===== src/rtl/regfile_dump_streamer_pkg.sv =====
// Shared configuration and types for the register-file dump/restore blocks.
// The restore-side writer imports the same beat layout, so a dump stream can
// be replayed without any repacking.
//   DTYPE_NBITS : width of one register
//   NREGS       : registers in the target file (power of two, >= 2)
//   ADDR_NBITS  : register address width
//   LEN_NBITS   : length field width, encodes 0..NREGS
package regfile_dump_streamer_pkg;

    localparam int DTYPE_NBITS = 8;
    localparam int NREGS       = 4;
    localparam int ADDR_NBITS  = $clog2(NREGS);
    localparam int LEN_NBITS   = ADDR_NBITS + 1;

    typedef enum logic [0:0] {
        ST_IDLE = 1'b0,
        ST_RUN  = 1'b1
    } state_e;

    typedef struct packed {
        logic [ADDR_NBITS-1:0]  addr;
        logic [DTYPE_NBITS-1:0] data;
        logic                   last;
    } beat_t;

    // Requests longer than the file would revisit registers; cap them at one pass.
    function automatic logic [LEN_NBITS-1:0] clamp_len(input logic [LEN_NBITS-1:0] len);
        logic [LEN_NBITS-1:0] max_len;
        max_len = LEN_NBITS'(NREGS);
        if (len > max_len) begin
            return max_len;
        end else begin
            return len;
        end
    endfunction

endpackage


===== src/rtl/regfile_dump_streamer_if.sv =====
// Bundle of the start/abort control, register-file read port and output
// beat stream of the dump streamer.
//   slave  : the streamer side (accepts starts, drives the read address and beats)
//   master : the surrounding system (issues starts, returns read data, consumes beats)
interface regfile_dump_streamer_if;
    import regfile_dump_streamer_pkg::*;

    logic                   start_call;
    logic                   start_rdy;
    logic [ADDR_NBITS-1:0]  start_base;
    logic [LEN_NBITS-1:0]   start_len;
    logic                   abort_call;
    logic [ADDR_NBITS-1:0]  rf_rd_addr;
    logic [DTYPE_NBITS-1:0] rf_rd_data;
    logic                   out_val;
    logic                   out_rdy;
    logic [ADDR_NBITS-1:0]  out_addr;
    logic [DTYPE_NBITS-1:0] out_data;
    logic                   out_last;
    logic                   done;

    modport slave (
        input  start_call, start_base, start_len, abort_call, rf_rd_data, out_rdy,
        output start_rdy, rf_rd_addr, out_val, out_addr, out_data, out_last, done
    );

    modport master (
        output start_call, start_base, start_len, abort_call, rf_rd_data, out_rdy,
        input  start_rdy, rf_rd_addr, out_val, out_addr, out_data, out_last, done
    );
endinterface


===== src/rtl/regfile_dump_outbuf.sv =====
// Single-entry output register for the dump stream.
//   clk, reset  : clock, synchronous active-high reset
//   i_load      : capture i_beat and mark it valid
//   i_clear     : drop any held beat (abort)
//   i_beat      : beat to capture
//   i_rdy       : downstream accepts the held beat
//   o_val       : held beat is valid
//   o_beat      : held beat, stable while o_val=1 and i_rdy=0
//   o_can_load  : entry is empty or drains this cycle
module regfile_dump_outbuf
    import regfile_dump_streamer_pkg::*;
(
    input  logic  clk,
    input  logic  reset,
    input  logic  i_load,
    input  logic  i_clear,
    input  beat_t i_beat,
    input  logic  i_rdy,
    output logic  o_val,
    output beat_t o_beat,
    output logic  o_can_load
);

    logic  r_val;
    beat_t r_beat;

    // Entry state: clear beats load, load beats drain, payload only moves on load.
    always_ff @(posedge clk) begin
        if (reset) begin
            r_val  <= 1'b0;
            r_beat <= {($bits(beat_t)){1'b0}};
        end else if (i_clear) begin
            r_val  <= 1'b0;
        end else if (i_load) begin
            r_val  <= 1'b1;
            r_beat <= i_beat;
        end else if (r_val && i_rdy) begin
            r_val  <= 1'b0;
        end else begin
            r_val  <= r_val;
        end
    end

    assign o_val      = r_val;
    assign o_beat     = r_beat;
    assign o_can_load = !r_val || i_rdy;

endmodule


===== src/rtl/regfile_dump_streamer.sv =====
// Walks a wrapping range of register addresses through one read port and
// streams {addr, data, last} beats over val/rdy, then pulses done.
//   clk, reset : clock, synchronous active-high reset
//   bus        : control, read port and output stream (slave side)
module regfile_dump_streamer
    import regfile_dump_streamer_pkg::*;
(
    input  logic                    clk,
    input  logic                    reset,
    regfile_dump_streamer_if.slave  bus
);

    localparam logic [LEN_NBITS-1:0]  LEN_ZERO = {LEN_NBITS{1'b0}};
    localparam logic [LEN_NBITS-1:0]  LEN_ONE  = LEN_NBITS'(1);
    localparam logic [ADDR_NBITS-1:0] ADDR_ONE = ADDR_NBITS'(1);

    state_e                 r_state, w_state_nxt;
    logic [ADDR_NBITS-1:0]  r_cur_addr, w_cur_addr_nxt;
    logic [LEN_NBITS-1:0]   r_remaining, w_remaining_nxt;
    logic                   r_done, w_done_nxt;
    logic                   w_issue;
    logic                   w_clear;
    logic                   w_can_load;
    logic                   w_out_val;
    beat_t                  w_beat_in;
    beat_t                  w_beat_out;

    // State, counters and done pulse registers.
    always_ff @(posedge clk) begin
        if (reset) begin
            r_state     <= ST_IDLE;
            r_cur_addr  <= {ADDR_NBITS{1'b0}};
            r_remaining <= LEN_ZERO;
            r_done      <= 1'b0;
        end else begin
            r_state     <= w_state_nxt;
            r_cur_addr  <= w_cur_addr_nxt;
            r_remaining <= w_remaining_nxt;
            r_done      <= w_done_nxt;
        end
    end

    // Next-state, counter update and beat issue decisions.
    always_comb begin
        w_state_nxt     = r_state;
        w_cur_addr_nxt  = r_cur_addr;
        w_remaining_nxt = r_remaining;
        w_done_nxt      = 1'b0;
        w_issue         = 1'b0;
        w_clear         = 1'b0;
        case (r_state)
            ST_IDLE: begin
                // A start wins over a simultaneous abort; abort alone is a no-op here.
                if (bus.start_call) begin
                    w_state_nxt     = ST_RUN;
                    w_cur_addr_nxt  = bus.start_base;
                    w_remaining_nxt = clamp_len(bus.start_len);
                end else begin
                    w_state_nxt     = ST_IDLE;
                end
            end
            ST_RUN: begin
                if (bus.abort_call) begin
                    w_clear     = 1'b1;
                    w_state_nxt = ST_IDLE;
                end else begin
                    w_issue = (r_remaining != LEN_ZERO) && w_can_load;
                    if (w_issue) begin
                        // Power-of-two NREGS: natural overflow is the wrap.
                        w_cur_addr_nxt  = r_cur_addr + ADDR_ONE;
                        w_remaining_nxt = r_remaining - LEN_ONE;
                    end else begin
                        w_cur_addr_nxt  = r_cur_addr;
                        w_remaining_nxt = r_remaining;
                    end
                    // Finished once the last beat leaves, or nothing was ever to be sent.
                    if ((w_out_val && bus.out_rdy && w_beat_out.last) ||
                        ((r_remaining == LEN_ZERO) && !w_out_val)) begin
                        w_state_nxt = ST_IDLE;
                        w_done_nxt  = 1'b1;
                    end else begin
                        w_state_nxt = ST_RUN;
                    end
                end
            end
            default: begin
                w_state_nxt = ST_IDLE;
            end
        endcase
    end

    assign w_beat_in.addr = r_cur_addr;
    assign w_beat_in.data = bus.rf_rd_data;
    assign w_beat_in.last = (r_remaining == LEN_ONE);

    regfile_dump_outbuf u_outbuf (
        .clk        (clk),
        .reset      (reset),
        .i_load     (w_issue),
        .i_clear    (w_clear),
        .i_beat     (w_beat_in),
        .i_rdy      (bus.out_rdy),
        .o_val      (w_out_val),
        .o_beat     (w_beat_out),
        .o_can_load (w_can_load)
    );

    assign bus.start_rdy  = (r_state == ST_IDLE);
    assign bus.rf_rd_addr = r_cur_addr;
    assign bus.out_val    = w_out_val;
    assign bus.out_addr   = w_beat_out.addr;
    assign bus.out_data   = w_beat_out.data;
    assign bus.out_last   = w_beat_out.last;
    assign bus.done       = r_done;

endmodule


===== src/flat_wrapper.sv =====
// flat-port wrapper written by rule: the top's interface ports become plain ports
module regfile_dump_streamer_flat import regfile_dump_streamer_pkg::*;
  (clk, reset, bus_start_call, bus_start_base, bus_start_len, bus_abort_call, bus_rf_rd_data, bus_out_rdy, bus_start_rdy, bus_rf_rd_addr, bus_out_val, bus_out_addr, bus_out_data, bus_out_last, bus_done);
  regfile_dump_streamer_if bus_i ();
  input  logic clk;
  input  logic reset;
  input wire logic [$bits(bus_i.start_call)-1:0] bus_start_call;
  input wire logic [$bits(bus_i.start_base)-1:0] bus_start_base;
  input wire logic [$bits(bus_i.start_len)-1:0] bus_start_len;
  input wire logic [$bits(bus_i.abort_call)-1:0] bus_abort_call;
  input wire logic [$bits(bus_i.rf_rd_data)-1:0] bus_rf_rd_data;
  input wire logic [$bits(bus_i.out_rdy)-1:0] bus_out_rdy;
  output wire logic [$bits(bus_i.start_rdy)-1:0] bus_start_rdy;
  output wire logic [$bits(bus_i.rf_rd_addr)-1:0] bus_rf_rd_addr;
  output wire logic [$bits(bus_i.out_val)-1:0] bus_out_val;
  output wire logic [$bits(bus_i.out_addr)-1:0] bus_out_addr;
  output wire logic [$bits(bus_i.out_data)-1:0] bus_out_data;
  output wire logic [$bits(bus_i.out_last)-1:0] bus_out_last;
  output wire logic [$bits(bus_i.done)-1:0] bus_done;
  assign bus_i.start_call = bus_start_call;
  assign bus_i.start_base = bus_start_base;
  assign bus_i.start_len = bus_start_len;
  assign bus_i.abort_call = bus_abort_call;
  assign bus_i.rf_rd_data = bus_rf_rd_data;
  assign bus_i.out_rdy = bus_out_rdy;
  assign bus_start_rdy = bus_i.start_rdy;
  assign bus_rf_rd_addr = bus_i.rf_rd_addr;
  assign bus_out_val = bus_i.out_val;
  assign bus_out_addr = bus_i.out_addr;
  assign bus_out_data = bus_i.out_data;
  assign bus_out_last = bus_i.out_last;
  assign bus_done = bus_i.done;
  regfile_dump_streamer u_core (.clk(clk), .reset(reset), .bus(bus_i));
endmodule

===== config.mk =====
export PLATFORM = sky130hd
export DESIGN_NAME = regfile_dump_streamer_flat
export DESIGN_NICKNAME = d
export VERILOG_FILES = /design/src/rtl/regfile_dump_streamer_pkg.sv /design/src/rtl/regfile_dump_streamer_if.sv /design/src/rtl/regfile_dump_outbuf.sv /design/src/rtl/regfile_dump_streamer.sv /design/src/flat_wrapper.sv
export SDC_FILE = /design/constraint.sdc
export NUM_CORES = 1
export LEC_CHECK = 0
export ABC_AREA = 1
export BUFFER_PORTS_ARGS = -buffer_cell sky130_fd_sc_hd__clkbuf_2
export CAP_MARGIN = 20
export CORE_UTILIZATION = 46
export DETAILED_ROUTE_END_ITERATION = 10
export GPL_ROUTABILITY_DRIVEN = 1
export PLACE_DENSITY = 0.76
export SYNTH_ARGS = -nofsm -noshare
export SYNTH_HDL_FRONTEND = slang
export SYNTH_SLANG_ARGS = --single-unit

===== constraint.sdc =====
create_clock -name clk -period 1.6 [get_ports clk]
set_clock_uncertainty 0.15 [all_clocks]
set_input_delay 0.08 -clock clk [delete_from_list [all_inputs] [get_ports clk]]
set_output_delay 0.08 -clock clk [all_outputs]
set_load 0.02 [all_outputs]

==> key figures <==
Die
  – DIE WIDTH: 45.5 um
  – Core footprint: 1750 um^2
  – Full die area: between 2000 and 2500 um^2
  – Top Ports: 34
  – Row cnt: 15
  – Die Height: roughly 45 um
  – Starting Density: 0.498

Drt
  – Via count: 920
  – Drt first pass iters: 4
  – WL per Instance: approximately 11 um
  – Post-route ant nets: 0
  – Vias per inst: around 4.6
  – DRC Markers: 0
  – Routed WL: 2170 um
  – Starting DRT DRC Count: 14

Timing
  – Period utilisation layout: 0.935
  – RSZ-0062 raised after global routing: false
  – Slew HR: 0.800
  – Post-route minimum period: about 1.5 ns
  – Final WS setup: 0.103 ns
  – Final setup violation count: 0
  – Worst slew pin tran: about 0.3 ns
  – Final hold violations: 0
  – Final Max Tran Viols: 0
  – FMAX: between 0.6 and 0.7 GHz
  – Fin Setup TNS: 0 ns

Placement
  – Buffers added on ports: 33
  – Pre-CTS setup slack: approximately 0.087 ns
  – Placer Congestion: about 0.85
  – Post-DP HPWL: 1350 um

Worst setup path
  – Worst Path Max Fanout: 11
  – CP Capture Type: flop
  – Worst setup SP type: flop
  – Critical path arrival: 1.54 ns
  – Worst r2r path cells: 7
  – WP data required: ~1.6 ns
  – WS Path Type: reg -> reg

Layout
  – Final #Nets: ~200
  – Layout cells sized above 1: 0.277
  – Synth-to-layout area growth: 43.2%
  – Diode count: 0

Global route
  – First-pass GRT wire length: about 3500 um
  – Pin count of the biggest net entering global routing: 16
  – Via count of the first global-routing pass: ~850
  – Initial antenna violation count: 0
  – Remaining Overflow, GRT: 0
  – All-Layer GR Usage: 0.232

Clocking
  – Clock Sinks: 19
  – Cts bufs inserted: 3
  – H-tree levels: 1
  – Worst-skew pair later-pin latency: 0.31 ns
  – Post-CTS setup buffers: 0
  – Root Driver: clkbuf_4
  – Longest Clk Path Bufs: 2
  – CTS tree: yes
  – CTS clk-pin slew, worst paths: 0.11 ns

Logic synthesis
  – Synth Area in Compound Gates: 0.105
  – Post-synth top flop: dfxtp_1
  – Syn_nets: ~140
  – Ys async rst share: 0
  – Post-synth top cells: 47 x nand2_1, 19 x dfxtp_1, 12 x a21oi_1
  – Post-Synth Simple-Gate Area: 0.331
  – Post-synth top area share: 0.437
  – Number of synthesized register bits: 19
  – Largest family of logic cells by synthesized area: simple AND/OR/NAND/NOR gates
  – Largest cells by area after synthesis: dfxtp_1 44%, nand2_1 20%, a21oi_1 6.9%
  – Post-synthesis cell count: between 100 and 150
  – Seq/Total Area, Yosys: 0.437
  – Area leader, netlist: dfxtp_1
  – Adder-Cell Fraction of Synth Area: 0.0432
  – Syn Area/Cell: roughly 7.1 um^2
  – Post-synthesis mux area share: 0
  – EDFF count, synth: 0
  – Xor/xnor share of the synthesized area: 0
  – Most frequent cell after synthesis: nand2_1
  – Yosys cell types: 17
  – Synthesis warning total: 0
  – Syn Std Cell Area: roughly 870 um^2

Worst hold path
  – Hold Crit Depth: 3
  – Hold/Removal Path Class: in -> reg

Power
  – Power Density: 808 nW/um^2
  – Leak: ~0.00059 uW
  – Peak VDD IR: between 0.0006 and 0.0007 V

Run status
  – Status: finished, final reports clean

Job
  – Max Cap Viol: 0
## cell usage in the layout, fill, tap and decap left out, drive strengths merged
| cell type | synthesis | routed |
|---|---|---|
| clkinv | 0 | 1 |
| dlygate4sd3 | 0 | 16 |
| o22ai | 1 | 1 |
| buf | 4 | 2 |
| inv | 10 | 10 |
| nand2 | 47 | 47 |
| nor2 | 12 | 12 |
| ha | 3 | 3 |
| dfxtp | 19 | 19 |
| nand3 | 8 | 8 |
| a21oi | 12 | 12 |
| clkbuf | 1 | 36 |
| or2 | 1 | 1 |
| o21ai | 5 | 5 |
## final cells by class
class / count / area, um^2
Fill cell: 135 / 500
Inverter: 10 / 40.0
Clock buffer: 3 / 22.5
Timing Repair Buffer: 51 / 340
Clock inverter: 1 / 5.00
Sequential cell: 19 / 382
Multi-Input combinational cell: 89 / 424
Tap cell: 25 / 31.3
## final timing paths
check	slack, ns	end	from
worst min-delay path	0.09	u_core.r_state	bus_start_call
worst min register to register	0.32	u_core.u_outbuf.o_beat[7]	u_core.u_outbuf.o_beat[7]
worst max register to register	0.10	u_core.u_outbuf.o_beat[8]	u_core.r_remaining[0]
worst max-delay path	0.10	u_core.u_outbuf.o_beat[8]	u_core.r_remaining[0]
## routing by layer
layer | vias up | GRT usage | part of all wire
met5 | - | 0 | 0
met4 | 0 | 0.0970 | 0.013
met3 | 4 | 0.0516 | 0.031
met2 | 17 | 0.386 | 0.50
met1 | 413 | 0.285 | 0.45
li1 | 486 | - | -
## timing repair
item	CTS	global route
endpoints found under the hold margin	19	0
resized for setup	0	5
setup endpoints to repair	0	15
hold buffers	16	0
## where the power goes
group          leakage, uW  total (uW)  internal, uW  switching (uW)
clock            0.0000177         248          93.5             155
sequential        0.000155         516           498            17.2
combinational     0.000417         242           104             138
## sequential cells by signal, summed over array words and instances, names as in the netlist
signal	count
u_core.bus.done	1
u_core.bus.rf_rd_addr	2
u_core.r_remaining	3
u_core.r_state	1
u_core.u_outbuf.o_beat	11
u_core.u_outbuf.o_val	1
## worst max-delay path, stage by stage, from the launching register on
cell	delay, ns
dfxtp_2	0.36
inv_1	0.07
ha_1	0.21
nand2_2	0.10
nand3_4	0.14
buf_4	0.21
nand2_1	0.07
a21oi_1	0.06
## through the flow
step / power [uW] / cell area, um^2 / hold slack (ns) / std cells / utilization
after floorplan: 663 / 870 / -0.000934 / 123 / -
after global routing: 1060 / 1240 / 0.116 / 198 / 0.713
after global placement: 719 / 1050 / 0.166 / 178 / 0.599
after detailed placement: 721 / 1050 / 0.168 / 178 / 0.599
final: 1010 / 1240 / 0.0878 / 198 / 0.713
after CTS: 999 / 1230 / 0.0440 / 198 / 0.707
## kinds of logic (layout without fill, tap and decap cells)
group	Yosys count	count (layout)
and+or+nand+nor	68	68
adders and majority gates	3	3
AOI/OAI and AO/OA	18	18
buffers and inverters	15	65
DFF	19	19
No activity file was read; power rests on OpenSTA's default activity.
